`config.mk`:
```
export PLATFORM = sky130hd
export DESIGN_NAME = exception_unit
export DESIGN_NICKNAME = d
export VERILOG_FILES = /design/src/rtl/exc_pkg.sv /design/src/rtl/exc_irq_latch.sv /design/src/rtl/exception_unit.sv
export SDC_FILE = /design/constraint.sdc
export NUM_CORES = 1
export LEC_CHECK = 0
export CORE_MARGIN = 3
export CORE_UTILIZATION = 36
export CTS_CLUSTER_DIAMETER = 200
export DETAILED_ROUTE_END_ITERATION = 12
export PLACE_DENSITY = 0.77
export REMOVE_ABC_BUFFERS = 1
export SETUP_SLACK_MARGIN = 0.02
export SLEW_MARGIN = 15
export SYNTH_ARGS = -nofsm -noshare
export SYNTH_HDL_FRONTEND = slang
export SYNTH_SLANG_ARGS = --single-unit
```
`constraint.sdc`:
```
create_clock -name clk_i -period 1.5 [get_ports clk_i]
set_input_delay 0.15 -clock clk_i [delete_from_list [all_inputs] [get_ports clk_i]]
set_output_delay 0.15 -clock clk_i [all_outputs]
set_load 0.005 [all_outputs]
```
`src/rtl/exc_pkg.sv`:
```
// Shared definitions for the exception unit: FSM state encoding and one-hot exception codes.
package exc_pkg;

  typedef enum logic [1:0] {
    ST_IDLE  = 2'd0,
    ST_HOLD  = 2'd1,
    ST_DRAIN = 2'd2,
    ST_HALT  = 2'd3
  } exc_state_e;

  localparam logic [3:0] EXC_NONE  = 4'b0000;
  localparam logic [3:0] EXC_STACK = 4'b0001;
  localparam logic [3:0] EXC_MEM   = 4'b0010;
  localparam logic [3:0] EXC_IRQ   = 4'b0100;
  localparam logic [3:0] EXC_DBL   = 4'b1000;

endpackage

```
`src/rtl/exc_irq_latch.sv`:
```
// Interrupt edge detector: registers irq, flags a rising edge and holds it pending until taken.
module exc_irq_latch (
  input  logic clk_i,
  input  logic rst_ni,
  input  logic irq_i,
  input  logic take_i,
  output logic pending_o
);

  logic irq_q;
  logic armed_q;
  logic pending_q;
  logic pending_d;
  logic irq_edge;

  // armed_q masks the first cycle after reset so a level already high at release is not an edge.
  assign irq_edge  = irq_i & ~irq_q & armed_q;
  assign pending_d = take_i ? 1'b0 : (pending_q | irq_edge);
  assign pending_o = pending_q;

  always_ff @(posedge clk_i or negedge rst_ni) begin
    if (!rst_ni) begin
      irq_q     <= 1'b0;
      armed_q   <= 1'b0;
      pending_q <= 1'b0;
    end else begin
      irq_q     <= irq_i;
      armed_q   <= 1'b1;
      pending_q <= pending_d;
    end
  end

endmodule

```
`src/rtl/exception_unit.sv`:
```
// Prioritises MEM-stage faults and interrupts, captures EPC and sequences the flush window.
// Optional cause/count logging is enabled by defining EXC_CAUSE_LOG_EN.
module exception_unit
  import exc_pkg::*;
#(
  parameter int PC_W     = 32,
  parameter int HOLD_CYC = 2,
  parameter int CNT_W    = 8
) (
  input  logic            clk_i,
  input  logic            rst_ni,
  input  logic            mem_err_i,
  input  logic            stack_err_i,
  input  logic            irq_i,
  input  logic [PC_W-1:0] pc_mem_i,
  input  logic [PC_W-1:0] pc_dec_i,
  output logic [3:0]      exceptions_o,
  output logic [PC_W-1:0] epc_o,
  output logic            epc_we_o,
  output logic            irq_ack_o,
  output logic            busy_o
`ifdef EXC_CAUSE_LOG_EN
  ,
  input  logic             cause_clr_i,
  output logic [3:0]       cause_o,
  output logic [CNT_W-1:0] exc_cnt_o
`endif
);

  localparam int HC_W = (HOLD_CYC > 1) ? $clog2(HOLD_CYC) : 1;
  localparam logic [HC_W-1:0] HOLD_INIT = HC_W'(HOLD_CYC - 1);

  exc_state_e      state_q, state_d;
  logic [HC_W-1:0] cnt_q, cnt_d;
  logic [3:0]      exc_q, exc_d;
  logic [PC_W-1:0] epc_q, epc_d;
  logic            epc_we_q, epc_we_d;
  logic            irq_ack_q, irq_ack_d;
  logic            irq_pending;
  logic            take_irq;
  logic            fault;

  assign fault = mem_err_i | stack_err_i;

  exc_irq_latch u_irq_latch (
    .clk_i     (clk_i),
    .rst_ni    (rst_ni),
    .irq_i     (irq_i),
    .take_i    (take_irq),
    .pending_o (irq_pending)
  );

  always_comb begin
    state_d   = state_q;
    cnt_d     = cnt_q;
    exc_d     = exc_q;
    epc_d     = epc_q;
    epc_we_d  = 1'b0;
    irq_ack_d = 1'b0;
    take_irq  = 1'b0;
    unique case (state_q)
      ST_IDLE: begin
        if (fault || irq_pending) begin
          epc_we_d = 1'b1;
          cnt_d    = HOLD_INIT;
          state_d  = ST_HOLD;
          // Errors outrank the interrupt; a losing irq simply stays pending.
          if (mem_err_i) begin
            exc_d = EXC_MEM;
            epc_d = pc_mem_i;
          end else if (stack_err_i) begin
            exc_d = EXC_STACK;
            epc_d = pc_mem_i;
          end else begin
            exc_d     = EXC_IRQ;
            epc_d     = pc_dec_i;
            irq_ack_d = 1'b1;
            take_irq  = 1'b1;
          end
        end
      end
      ST_HOLD: begin
        if (fault) begin
          exc_d   = EXC_DBL;
          state_d = ST_HALT;
        end else if (cnt_q == '0) begin
          exc_d   = EXC_NONE;
          state_d = ST_DRAIN;
        end else begin
          cnt_d = cnt_q - 1'b1;
        end
      end
      ST_DRAIN: begin
        if (fault) begin
          exc_d   = EXC_DBL;
          state_d = ST_HALT;
        end else begin
          state_d = ST_IDLE;
        end
      end
      ST_HALT: begin
        state_d = ST_HALT;
      end
      default: begin
        state_d = ST_IDLE;
      end
    endcase
  end

  always_ff @(posedge clk_i or negedge rst_ni) begin
    if (!rst_ni) begin
      state_q   <= ST_IDLE;
      cnt_q     <= '0;
      exc_q     <= EXC_NONE;
      epc_q     <= '0;
      epc_we_q  <= 1'b0;
      irq_ack_q <= 1'b0;
    end else begin
      state_q   <= state_d;
      cnt_q     <= cnt_d;
      exc_q     <= exc_d;
      epc_q     <= epc_d;
      epc_we_q  <= epc_we_d;
      irq_ack_q <= irq_ack_d;
    end
  end

  assign exceptions_o = exc_q;
  assign epc_o        = epc_q;
  assign epc_we_o     = epc_we_q;
  assign irq_ack_o    = irq_ack_q;
  assign busy_o       = (state_q != ST_IDLE);

`ifdef EXC_CAUSE_LOG_EN
  logic [3:0]       cause_q, cause_d;
  logic [CNT_W-1:0] exc_cnt_q, exc_cnt_d;
  logic             log_evt;

  // An event taken in the same cycle as a clear takes precedence over the clear.
  assign log_evt = ((state_q == ST_IDLE) && (state_d == ST_HOLD)) ||
                   ((state_q != ST_HALT) && (state_d == ST_HALT));

  always_comb begin
    cause_d   = cause_q;
    exc_cnt_d = exc_cnt_q;
    if (log_evt) begin
      cause_d = cause_q | exc_d;
      if (exc_cnt_q != '1) exc_cnt_d = exc_cnt_q + CNT_W'(1);
    end else if (cause_clr_i) begin
      cause_d   = '0;
      exc_cnt_d = '0;
    end
  end

  always_ff @(posedge clk_i or negedge rst_ni) begin
    if (!rst_ni) begin
      cause_q   <= '0;
      exc_cnt_q <= '0;
    end else begin
      cause_q   <= cause_d;
      exc_cnt_q <= exc_cnt_d;
    end
  end

  assign cause_o   = cause_q;
  assign exc_cnt_o = exc_cnt_q;
`endif

endmodule

```
Yosys cells after proc, flatten, opt, wreduce, memory -nomap -nowiden
Cells that the tools add are included.
- bits in read-only memories: 0
- bits in writable memories: 0
- word-level logic and storage cells: 56
- flip-flop bits (word level): 44
- bits in latches: 0
- memories kept: 0
- input bits: 69
- divide/modulo/power cells: 0
- $lt $le $gt $ge: 0
- multipliers: 0
- add/sub/neg operators: 1
- equal/unequal tests: 7
- bitwise operators: 5
- reduce and logical (&&, ||, !) cells: 9
- shift operators: 0
- mux-type cells: 25
- operators with widths (cell ; number):
    32-bit two-way mux ; 2
    4-bit two-way mux ; 4
    4-bit one-hot mux with 3 select lines ; 1
    1-bit two-way mux ; 10
    2-bit two-way mux ; 4
    2-bit one-hot mux with 4 select lines ; 1
    3-bit two-way mux ; 2
    2-bit != test, second input constant ; 3
    2-bit == test, second input constant ; 2
    2-bit AND reduction ; 2
    4-bit AND reduction ; 1
    2-bit nonzero test ; 2
    3-bit != test, second input constant ; 1
    3-bit AND reduction ; 1
    3-bit nonzero test ; 1
    1-bit AND ; 2
    2-bit by 1-bit == test with 1-bit output, second input constant ; 1
    2-bit logical NOT ; 1
    1-bit bitwise OR ; 2
    1-bit one-hot mux with 2 select lines ; 1
    1-bit logical OR ; 1
    1-bit NOT ; 1
    1-bit subtractor, second input constant ; 1

Logic depth before layout (Yosys ltp)
Gate-level depths: netlist (run 1).
- word-level depth: 5
- gate-level depth with buffers: 7

By module
From an unflattened synthesis (run 1), not the netlist that was laid out.
- cells, all modules: 198
- area total of the unflattened synthesis: 2100.8 um2
- modules (own cells, without submodules) (module ; cells an instance ; instances ; area an instance (um2)):
    exception_unit ; 191 ; 1 ; 2005.7
    exc_irq_latch ; 7 ; 1 ; 95.1

Least setup slack after synthesis (run 1)
OpenSTA, ideal clock, no wires.
- path kind: register -> register
- from: register state_q[0]
- to: register exc_q[1], in the netlist exceptions_o[1]
- setup slack: -0.091 ns
- data arrival time: 1.470 ns
- library setup time: 0.121 ns
- cell stages (with the launch flop): 7
- data required time: 1.379 ns
- path through: dfrtp_1 -> inv_1 -> ha_1 -> nor2b_1 -> o21ai_1 -> nand2_1 -> a22o_1
- word-level cells in the longest chain between the ends: 3
- elaborated cells between the ends (all ways): 9
- ends and longest elaborated chain (element ; RTL line ; source):
    from (decl) ; exception_unit.sv:33 ; exc_state_e state_q, state_d;
    from (signal assigned) ; exception_unit.sv:119 ; state_q <= state_d;
    2-bit by 1-bit == test with 1-bit output, or another cell as far along ; exception_unit.sv:61 ; unique case (state_q)
    3-bit != test (no line), or another cell as far along ; - ;
    4-bit AND reduction (no line) ; - ;
    to (signal assigned) ; exception_unit.sv:114 ; exc_q <= EXC_NONE;
    to (signal assigned) ; exception_unit.sv:121 ; exc_q <= exc_d;
    to (decl) ; exception_unit.sv:35 ; logic [3:0] exc_q, exc_d;
Several ways; a longest one is shown, not always the timed one.
A chain may end at the register's enable or synchronous reset.

Worst setup path in the final report (run 1)
- from: register state_q[0]
- to: register exc_q[2], in the netlist exceptions_o[2]
Same word-level chain as after synthesis.

==> results of run 1 <==
[logic make-up (layout without fill, tap and decap cells)]
family,count (synthesis),in the layout
AOI/OAI and AO/OA,52,52
and+or+nand+nor,47,47
DFF,44,44
muxes,32,32
buffers and inverters,17,143
adders and majority gates,6,6
other,1,1
[flip-flops by register name (all words and copies together), names as in the netlist]
signal	cells
cnt_q	1
u_irq_latch.armed_q	1
u_irq_latch.irq_q	1
state_q	2
u_irq_latch.pending_o	1
epc_o	32
irq_ack_o	1
exceptions_o	4
epc_we_o	1
[power by group]
group          total [W]  internal (W)  switching [W]  leakage (nW)
Sequential       0.00199       0.00170       0.000294         0.548
Clock           0.000777      0.000375       0.000403        0.0445
Combinational    0.00271       0.00164        0.00108          1.07
[cell usage in the layout (no fill, tap or decap), types with 4 or more instances in the layout]
cell / Yosys / layout
a21oi_1: 5 / 4
buf_4: 2 / 16
nand2_1: 34 / 33
nor2_1: 5 / 5
buf_12: 0 / 4
dfrtp_1: 44 / 44
mux2i_1: 32 / 32
clkdlybuf4s50_1: 0 / 105
clkbuf_8: 0 / 6
o21ai_0: 12 / 11
o21ai_1: 25 / 25
[worst max path at each step]
stage                     startpoint         endpoint
after global placement     mem_err_i         epc_o[6]
final                     state_q[0]  exceptions_o[2]
after floorplan            mem_err_i        epc_o[10]
after global routing      state_q[0]  exceptions_o[2]
after CTS                 state_q[0]           busy_o
after detailed placement   mem_err_i        epc_o[21]
[area by class of cell]
cell class              instances  share of cell area
clock buffers                   7             0.02438
clock inverters                 1            0.002120
inverters                       5            0.005300
multi-input cells             138              0.2664
flip-flops and latches         44              0.3110
well taps                      72             0.02544
repair buffers                130              0.3654
[routing by layer]
layer | part of all wire | track usage
met1 | 0.39 | 0.1714
met5 | 0 | 0
met2 | 0.53 | 0.2965
met3 | 0.072 | 0.04989
met4 | 0.011 | 0.04412
[repair_timing]
action | CTS | global route
hold buffers | 1 | 0
gates resized for setup | 16 | 3
pin swaps | 3 | 0
setup endpoints to repair | 7 | 7
gates cloned | 0 | 0
setup buffers | 2 | 0
hold endpoints to repair | 20 | 0
[per-stage QoR]
stage	utilization	setup slack (ns)	hold WS, ns
after global placement	0.6008	-0.08778	0.1569
after detailed placement	0.6008	-0.1260	0.1570
after global routing	0.6314	-0.01590	0.3115
after CTS	0.6319	0.03288	0.3133
after floorplan	-	-1.321	-0.1456
final	0.6314	0.02437	0.3197
==> run_results.csv, run 1 <==
group,metric,value,unit
finish,multi_input_area,943.4,um^2
finish,areaGrowthSynthToFinish,67.46,%
worst_setup_path,crit_chain,"buf_6 -> ha_4 -> and2_4 -> o21ai_4 -> nand2_2 -> a22o_1",
global_route,grtUsageTotal,0.1590,
worst_setup_path,cp-start-kind,"flop",
pwr,p_total,0.005481,W
finish,n_fill_cell,498,
timing,worst_pin_slew,0.5183,ns
yosys,syn_avg_cell_area,10.63,um^2
die,rows,27,
yosys,synthAdderAreaFrac,0.03550,
worst_setup_path,end_kind,"flop",
routing,antenna_left,0,
timing,grt_setup_unrepaired,"true",
timing,setup_viol,0,
placed_design,place_area,0.003369,mm^2
min_path,min_to,"u_irq_latch.irq_q",
die,coreArea,0.005608,mm^2
yosys,synthMuxAreaShare,0.1515,
finish,nNetsFinal,399,
clock_tree,cts_sinks,44,
min_path,hp-class,"in -> reg",
yosys,synthMostInstantiatedCell,"dfrtp_1",
worst_setup_path,r2r_slack,0.02,ns
worst_setup_path,reg2regPathDepth,6,
yosys,synth_common_cells,"44 x dfrtp_1, 34 x nand2_1, 32 x mux2i_1, 25 x o21ai_1, 12 x o21ai_0",
pwr,p_per_area,1548,mW/mm^2
routing,drt_iter0_markers,18,
clock_tree,cts_max_level,2,
routing,vias,1836,
yosys,netlist_area,0.002115,mm^2
routing,dr.pass1.iters,4,
global_route,gr-total-overflow,0,
worst_setup_path,crit_family,"flip-flops",
global_route,grt_pass1_wl,8259,um
clock_tree,path_clk_slew,0.08,ns
timing,fin_worst_skew,0.006051,ns
worst_setup_path,cp_slowest_cell,"dfrtp_1",
clock_tree,cts_tree,"built",
clock_tree,numCtsBuffers,5,
global_route,antenna_found_initial,0,
yosys,synth-seq-cells,44,
clock_tree,ctsRootBufferMaster,"clkbuf_8",
routing,wirelength,5195,um
yosys,yosys.area.top_type,"dfrtp_1",
timing,slew_headroom,0.6544,
finish,drive_gt1_frac,0.1323,
routing,wl_per_cell,13.09,um
timing,fin_crit,1.476,ns
placed_design,placed_cells,386,
yosys,synth_compound_area_frac,0.1367,
yosys,synthXorXnorAreaFrac,0,
yosys,async_flop_share,1.000,
routing,route.detailed.drc,0,
die,io_pins,108,
run_status,outcome,"completed",
yosys,synth-simple-area-share,0.09349,
worst_setup_path,path_buf_inv,1,
routing,via_per_inst,4.625,
clock_tree,clk_latency,0.29,ns
placed_design,io_buffers,107,
placed_design,gp_congestion,0.8292,
yosys,post_synth_inst_count,199,
timing,fin_crit_sh,0.9838,
worst_setup_path,required,1.69,ns
finish,diodes,0,
worst_setup_path,slowest_delay,0.41,ns
min_path,whs_path_depth,1,
finish,regArea,0.001101,mm^2
yosys,ys_seq_area_frac,0.5207,
worst_setup_path,reg2reg_to,"exceptions_o[2]",
die,die-area,0.006829,mm^2
placed_design,dp_hpwl,4082,um
die,die_width,82.64,um
timing,finalHoldViolCount,0,
die,start_util,0.3771,
finish,fin_area,0.003541,mm^2
global_route,grt_pass1_vias,1908,
clock_tree,cts.path.max_buffers,2,
yosys,yosysTopAreaCellShare,0.5207,
flow_run,maxCapViolCount,0,
worst_setup_path,critPathMaxFanout,4,
yosys,synth_edf_count,0,
yosys,synth_top_family_by_area,"multiplexers",
pwr,vdd_drop_max,0.0007844,V
worst_setup_path,crit_type,"reg -> reg",
worst_setup_path,rr_startpoint,"state_q[0]",
global_route,grt_max_degree,38,
worst_setup_path,arrival,1.66,ns
die,die_y,82.64,um
finish,instances_no_fill,397,
yosys,synth_flop_cell,"dfrtp_1",
yosys,netlist_top_cells_area,"dfrtp_1 52%, mux2i_1 15%, nand2_1 6.0%",
timing,fmax,677.7,MHz
yosys,netlist-cell-type-count,28,
worst_setup_path,critical_path_depth,6,
pwr,p_leak,1.667,nW
min_path,hold_start,"irq_i",
timing,drv_slew,0,
timing,tns,0,ns
yosys,synth_warnings,0,
(Power assumes the default switching activity.)
==> run 2, diff against run 1 <==
CORE_UTILIZATION = 40   (was 36)
PLACE_DENSITY = 0.81   (was 0.77)
clock period = 1.6 ns   (was 1.5 ns; I/O delays follow)
==> run 2 against run 1 <==
Net effect:
- cell count shrank 3.0%
- clock power shrank 7.3%
- first-iteration DRC count grew to 4.2 times the previous value
- critical path type unchanged
- critical endpoint is now exceptions_o[1]
- largest cell class unchanged
==> run_results.csv, run 2 (synthesized netlist as in run 1, its figures left out) <==
group,metric,value,unit
pwr,seqPwrFrac,0.370,
die,coreArea,0.004911,mm^2
clock_tree,clk_latency,0.29,ns
clock_tree,cts_sinks,44,
routing,vias,1823,
worst_setup_path,path_common_cell,"buf_4",
worst_setup_path,required,1.79,ns
placed_design,io_buffers,107,
global_route,grtUsageTotal,0.1822,
min_path,hp-class,"in -> reg",
timing,setup_viol,0,
finish,nNetsFinal,392,
pwr,p_total,0.005039,W
clock_tree,numCtsBuffers,5,
pwr,swShare,0.3262,
worst_setup_path,cp_slowest_cell,"dfrtp_1",
worst_setup_path,arrival,1.69,ns
run_status,outcome,"completed",
finish,instances_no_fill,385,
die,die-area,0.006194,mm^2
timing,worst_pin_slew,0.5447,ns
die,die_y,78.71,um
finish,fin_area,0.003451,mm^2
global_route,grt_max_degree,39,
timing,fin_crit,1.503,ns
pwr,p_leak,1.643,nW
timing,fin_crit_sh,0.9392,
die,die_width,78.71,um
routing,wl_per_cell,13.82,um
global_route,antenna_found_initial,0,
routing,via_per_inst,4.735,
timing,fin_ws,0.09725,ns
placed_design,placed_cells,374,
routing,antenna_left,0,
global_route,grt_pass1_vias,1933,
pwr,clkPwrFrac,0.143,
worst_setup_path,cp-start-kind,"flop",
timing,drv_slew,0,
pwr,power.internal,0.003396,W
finish,areaGrowthSynthToFinish,63.20,%
pwr,p_sw,0.001644,W
timing,slew_headroom,0.6369,
clock_tree,ctsRootBufferMaster,"clkbuf_8",
flow_run,maxCapViolCount,0,
pwr,power_frac_comb,0.487,
routing,route.detailed.drc,0,
worst_setup_path,crit_chain,"buf_4 -> buf_4 -> ha_2 -> a21oi_1 -> nand2_2 -> a22o_1",
finish,final_cell_mix,"105 x clkdlybuf4s50_1, 44 x dfrtp_1, 33 x nand2_1",
worst_setup_path,slowest_delay,0.40,ns
worst_setup_path,critPathMaxFanout,5,
timing,fin_worst_skew,0.008381,ns
die,start_util,0.4306,
worst_setup_path,crit_type,"reg -> reg",
finish,mostFrequentLayoutCell,"clkdlybuf4s50_1",
finish,drive_gt1_frac,0.1069,
clock_tree,cts_tree,"built",
pwr,vdd_drop_max,0.0008143,V
timing,finalHoldViolCount,0,
placed_design,dp_slack,-0.05568,ns
global_route,grt_pass1_wl,8866,um
placed_design,dp_hpwl,4129,um
routing,wirelength,5322,um
placed_design,place_area,0.003311,mm^2
finish,largest_register_ffs,32,
routing,dr.pass1.iters,4,
pwr,p_per_area,1460,mW/mm^2
routing,drt_iter0_markers,76,
die,io_pins,108,
die,rows,25,
clock_tree,cts.path.max_buffers,2,
timing,fmax,665.4,MHz
timing,grt_setup_unrepaired,"false",
worst_setup_path,end_kind,"flop",
placed_design,gp_congestion,0.7846,
clock_tree,cts_max_level,2,
clock_tree,path_clk_slew,0.08,ns
finish,diodes,0,
finish,finish.utilization,0.7027,
global_route,gr-total-overflow,0,
## run 2: stage by stage
stage,hold slack (ns),TNS (ns)
floorplan,-0.1356,-39.76
CTS,0.3475,0
finish,0.3497,0
detailed placement,0.1764,-0.6941
global placement,0.1705,-0.1504
global route,0.3530,0
## run 2: worst max-delay path, delay by kind of cell (launching register included)
| family | cells | cell delay, ns |
|---|---|---|
| adder cells (fa/ha/maj) | 1 | 0.22 |
| buffers and inverters | 2 | 0.29 |
| flip-flops | 1 | 0.40 |
| AO/OA/AOI/OAI | 2 | 0.40 |
| AND/OR/NAND/NOR | 1 | 0.11 |
## run 2: what timing repair did
action,in CTS,in global routing
pin swaps,0,1
endpoints found under the setup margin,2,5
setup buffers,2,0
hold endpoints to repair,22,0
resized for setup,3,7
hold buffers,1,0
## run 2: area by class of cell
class | instances | area (um^2)
inverter | 5 | 18.77
clock buffer | 6 | 82.58
clock inverter | 2 | 10.01
fill | 403 | 1460
sequential | 44 | 1101
multi-input combinational | 138 | 917.1
tap | 67 | 83.83
timing repair buffer | 123 | 1237
## run 2: power groups by stage
stage | sequential, W | clock (W) | combinational, W
global route | 0.00194 | 0.000790 | 0.00271
CTS | 0.00187 | 0.000736 | 0.00245
global placement | 0.00187 | 0 | 0.00233
finish | 0.00187 | 0.000720 | 0.00245
detailed placement | 0.00190 | 0 | 0.00238
floorplan | 0.00191 | 0 | 0.000886
## run 2: final timing paths
kind | from | end | slack (ns) | depth (start not counted)
setup / recovery | state_q[0] | exceptions_o[1] | 0.1 | 6
min in group asynchronous | rst_ni | exceptions_o[2] | 0.38 | 2
setup reg to reg | state_q[0] | exceptions_o[1] | 0.1 | 6
hold / removal | irq_i | u_irq_latch.irq_q | 0.35 | 1
max in group asynchronous | rst_ni | u_irq_latch.irq_q | 0.72 | 3
hold reg to reg | u_irq_latch.irq_q | u_irq_latch.pending_o | 0.45 | 1
## run 2: metal layers
layer  vias to the layer above  routed length (um)  GRT usage
li1                        915                   -          -
met1                       833                2127     0.2128
met2                        64                2790     0.3183
met3                        11                 296    0.04649
met4                         0                 108    0.07343
met5                         -                   0          0
==> run 3, diff against run 2 <==
--- a/config.mk
+++ b/config.mk
@@ -9,2 +9,3 @@
 export CORE_UTILIZATION = 40
+export CTS_BUF_LIST = sky130_fd_sc_hd__clkbuf_4 sky130_fd_sc_hd__clkbuf_8
 export CTS_CLUSTER_DIAMETER = 200
==> constraint.sdc (replaced) <==
create_clock -name clk_i -period 1.6 [get_ports clk_i]
set_input_delay 0.4 -clock clk_i [delete_from_list [all_inputs] [get_ports clk_i]]
set_output_delay 0.4 -clock clk_i [all_outputs]
set_load 0.005 [all_outputs]
==> run 3 against run 2 <==
Net effect:
- power up 7.4%
- via count up 5.4%
- non-clock buffer count up 15
- hold slack worse by 0.29 ns
- final area up 5.9%
- clock skew down 0.00055 ns
- routed wire length up 12%
- global-route usage about the same
- combinational power up 11%
- die area unchanged
- critical path type unchanged
- critical endpoint is now state_q[0]
- largest cell class unchanged
- largest power group unchanged
==> run_results.csv, run 3 (synthesized netlist as in run 1, its figures left out) <==
group,metric,value,unit
run_status,outcome,"completed",
global_route,grt_pass1_vias,1835,
worst_setup_path,arrival,1.79,ns
pwr,seqPwrFrac,0.339,
timing,fmax,630.2,MHz
global_route,antenna_found_initial,0,
finish,largest_register_ffs,32,
clock_tree,cts_tree,"built",
clock_tree,cts.path.max_buffers,2,
finish,drive_gt1_frac,0.1592,
clock_tree,numCtsBuffers,5,
routing,route.detailed.drc,0,
timing,worst_pin_slew,0.5078,ns
global_route,top_usage_layer,"met2",
worst_setup_path,crit_chain,"buf_4 -> ha_2 -> and2_4 -> o21ai_4 -> buf_4 -> nor2_1 -> a31oi_1",
placed_design,io_buffers,107,
min_path,hp-class,"in -> async",
worst_setup_path,slowest_delay,0.41,ns
pwr,power_frac_comb,0.504,
pwr,p_per_area,1480,mW/mm^2
pwr,p_sw,0.001784,W
finish,diodes,0,
die,die-area,0.006194,mm^2
pwr,vdd_drop_max,0.0007581,V
flow_run,maxCapViolCount,0,
timing,drv_slew,0,
clock_tree,path_clk_slew,0.09,ns
worst_setup_path,crit_type,"reg -> reg",
timing,tns,0,ns
placed_design,gp_congestion,0.7999,
die,die_y,78.71,um
global_route,met3_usage,0.06349,
global_route,gr-total-overflow,0,
finish,mostFrequentLayoutCell,"clkdlybuf4s50_1",
timing,fin_crit,1.587,ns
timing,grt_setup_unrepaired,"true",
clock_tree,clk_latency,0.30,ns
worst_setup_path,path_common_cell,"buf_4",
die,rows,25,
pwr,swShare,0.3297,
finish,areaGrowthSynthToFinish,72.90,%
global_route,grtUsageTotal,0.1825,
global_route,grt_max_degree,39,
die,start_util,0.4306,
placed_design,dp_hpwl,4194,um
die,coreArea,0.004911,mm^2
timing,hold_ws,0.06132,ns
die,die_width,78.71,um
worst_setup_path,cp_slowest_cell,"dfrtp_1",
worst_setup_path,required,1.80,ns
pwr,clkPwrFrac,0.157,
global_route,grt_use_met1,0.2186,
timing,setup_viol,0,
worst_setup_path,critPathMaxFanout,4,
routing,wirelength,5967,um
die,io_pins,108,
global_route,grt_pass1_wl,8866,um
timing,fin_crit_sh,0.9918,
timing,slew_headroom,0.6615,
clock_tree,ctsRootBufferMaster,"clkbuf_8",
global_route,met2_usage,0.3098,
clock_tree,cts_hold_buf,0,
routing,via_per_inst,4.803,
routing,vias,1921,
pwr,p_leak,1.934,nW
clock_tree,cts_max_level,2,
finish,final_cell_mix,"77 x clkdlybuf4s50_1, 44 x dfrtp_1, 33 x nand2_1",
timing,finalHoldViolCount,0,
routing,antenna_left,0,
timing,fin_worst_skew,0.007826,ns
routing,drt_iter0_markers,38,
finish,nNetsFinal,407,
worst_setup_path,end_kind,"flop",
routing,wl_per_cell,14.92,um
clock_tree,cts_sinks,44,
routing,dr.pass1.iters,4,
pwr,power.internal,0.003627,W
worst_setup_path,cp-start-kind,"flop",
run 3: changes by cell type in the layout (fill, tap and decap cells not counted), moves of 2 or more:
cell             before  now
clkdlybuf4s50_1     105   77
clkbuf_16             0    2
buf_4                11   23
nor2b_1               0    2
dlymetal6s2s_1        0   12
dlygate4sd2_1         1   16
run 3: final timing paths:
check	start	end	slack, ns	depth (start not counted)
max	state_q[0]	state_q[0]	0.01	7
min	rst_ni	state_q[1]	0.06	1
max reg2reg	state_q[0]	state_q[0]	0.01	7
min reg2reg	u_irq_latch.irq_q	u_irq_latch.pending_o	0.45	1
max in group asynchronous	rst_ni	epc_o[16]	1.03	2
min in group clk_i	u_irq_latch.irq_q	u_irq_latch.pending_o	0.45	1
run 3: per-layer routing:
metal / up-vias / routed length [um] / part of all wire
li1: 948 / - / -
met2: 78 / 3170 / 0.53
met5: - / 0 / 0
met3: 8 / 441 / 0.074
met4: 0 / 66 / 0.011
met1: 887 / 2288 / 0.38
run 3: area by class of cell:
cell class / instances / area (um^2)
Multi-Input combinational cell: 138 / 935.9
Timing Repair Buffer: 138 / 1405
Tap cell: 67 / 83.83
Clock inverter: 3 / 42.54
Fill cell: 374 / 1255
Clock buffer: 5 / 68.82
Sequential cell: 44 / 1101
Inverter: 5 / 18.77
run 3: timing repair:
| action | 4_1_cts | 5_1_grt |
|---|---|---|
| buffers inserted | 5 | 8 |
| pin swaps | 3 | 4 |
| cloned | 0 | 2 |
| setup endpoints to repair | 22 | 36 |
| gates resized for setup | 25 | 20 |
run 3: metrics by stage:
step | cells | utilization | setup WS [ns] | power [W] | cell area (um^2)
6_report | 400 | 0.7445 | 0.01312 | 0.005412 | 3656
3_3_place_gp | 377 | 0.6787 | -0.2363 | 0.004252 | 3333
5_1_grt | 400 | 0.7445 | -0.08845 | 0.005784 | 3656
4_1_cts | 390 | 0.7093 | 0.004998 | 0.005196 | 3483
2_1_floorplan | 187 | - | -1.471 | 0.002792 | 2006
3_5_place_dp | 377 | 0.6787 | -0.2634 | 0.004340 | 3333
run 3: worst max-delay path: cells and delay by family (launching register included):
kind	cells	cell delay [ns]
fa+ha+maj	1	0.19
buf+inv	2	0.30
compound gates	2	0.38
flops	1	0.41
simple gates	2	0.22
run 3: power groups by stage:
stage          sequential, W  combinational (W)  clock (W)
6_report             0.00184            0.00273   0.000848
5_1_grt              0.00189            0.00299   0.000900
4_1_cts              0.00184            0.00249   0.000870
3_5_place_dp         0.00186            0.00248          0
3_3_place_gp         0.00184            0.00241          0
2_1_floorplan        0.00191           0.000886          0
==> edit, RTL diff (settings of run 1) <==
Encoding of `exc_state_e`: now one-hot (4 bits for 4 states).
--- a/src/rtl/exc_pkg.sv
+++ b/src/rtl/exc_pkg.sv
@@ -1,11 +1,11 @@
 // Shared definitions for the exception unit: FSM state encoding and one-hot exception codes.
 package exc_pkg;
 
-  typedef enum logic [1:0] {
-    ST_IDLE  = 2'd0,
-    ST_HOLD  = 2'd1,
-    ST_DRAIN = 2'd2,
-    ST_HALT  = 2'd3
+  typedef enum logic [3:0] {
+    ST_IDLE  = 4'b0001,
+    ST_HOLD  = 4'b0010,
+    ST_DRAIN = 4'b0100,
+    ST_HALT  = 4'b1000
   } exc_state_e;
 
   localparam logic [3:0] EXC_NONE  = 4'b0000;
Behaviour: same outputs for any inputs over 10 cycles, from zero or initial values and one cycle with rst_ni low; not proved beyond that.
==> edit against run 1 <==
- the run now ends with setup timing left
- setup slack worse by 0.20 ns
- critical path type unchanged
- routed wire length is 19% higher
- sequential cell count is 2 higher
- power is 37% higher
- global-route usage is 2.4 points higher
- utilization is 6.2 points higher
- synthesized area is 2.2% higher
- highest routed layer unchanged
- design area is 10% higher
==> edit: results (changes against run 1) <==
| Metric | Value |
|---|---|
| Status | `complete, but fails checks` |
| Failing checks | `setup timing` |
| Area after DPL | `0.003420 mm^2 (+1.5%)` |
| Total track usage | `0.1828 (+0.02387)` |
| Met3 Usage GRT | `0.05726 (+0.007364)` |
| Seq/Total Area, Yosys | `0.5330 (+0.01228)` |
| Vias in the first global route | `2103 (+10%)` |
| Internal power | `4.866 mW (+31%)` |
| Largest net degree at the start of global routing | `29 (-24%)` |
| Combinational cell power | `4.50 mW (+66%)` |
| Routability congestion estimate | `0.7631 (-8.0%)` |
| Switching Share | `0.3541 (+0.03026)` |
| CP max-delay cell | `dfstp_2` |
| Post-layout net count | `395 (-1.0%)` |
| Met2 WL | `3293 um (+19%)` |
| Worst path max stage delay | `0.55 ns (+0.14 ns)` |
| Synth Area in Compound Gates | `0.1354 (-0.001270)` |
| Met1 usage | `0.2069 (+0.03549)` |
| CP Launch Point | `state_q[0]` |
| Hpwl dp | `4232 um (+3.7%)` |
| Worst Path Arrival | `1.85 ns (+0.19 ns)` |
| Fraction of layout cells with a size suffix above 1 | `0.2936 (+0.1613)` |
| Worst setup margin | `-0.1744 ns (-0.1988 ns)` |
| Top cells by area, synth | `dfrtp_1 52%, mux2i_1 15%, nor2_1 6.3%, a21oi_1 5.3%, a21oi_2 4.1%` |
| Vias/cell | `4.852 (+4.9%)` |
| Met3 WL | `408 um (+9.1%)` |
| Synth Area in XOR/XNOR | `0.008102 (+0.008102)` |
| Cell total after placement | `377 (-2.3%)` |
| Final setup viols | `39 (+39)` |
| Setup TNS | `-3.260 ns (-3.260 ns)` |
| Post-cts resize count | `56 (+40)` |
| Post-synth top cells | `45 x dfrtp_1, 36 x nor2_1, 32 x mux2i_1, 23 x a21oi_1, 10 x a21oi_2` |
| Worst clock skew | `0.006440 ns (+0.0003893 ns)` |
| Vias | `1936 (+5.4%)` |
## edit: cell types whose count changed after synthesis, sizes merged, moves of 6 or more
cell,change
nand2,-32
o21ai,-36
nor2,+32
a21oi,+28
ha,-6
## edit: cell type report
type | instances | area [um^2]
Tap cell | 72 | 90.09
Inverter | 3 | 11.26
Sequential cell | 46 | 1155
Fill cell | 461 | 1730
Clock buffer | 6 | 82.58
Timing Repair Buffer | 138 | 1436
Clock inverter | 2 | 12.51
Multi-Input combinational cell | 132 | 1124
## edit: path summary, 6_finish.rpt
| path | to | slack [ns] | depth (start not counted) |
|---|---|---|---|
| min reg2reg | state_q[2] | 0.47 | 1 |
| max reg2reg | exceptions_o[0] | -0.17 | 4 |
| max | exceptions_o[0] | -0.17 | 4 |
| max in group asynchronous | state_q[0] | 0.57 | 3 |
| min | u_irq_latch.irq_q | 0.33 | 1 |
| min in group asynchronous | epc_o[14] | 0.36 | 2 |
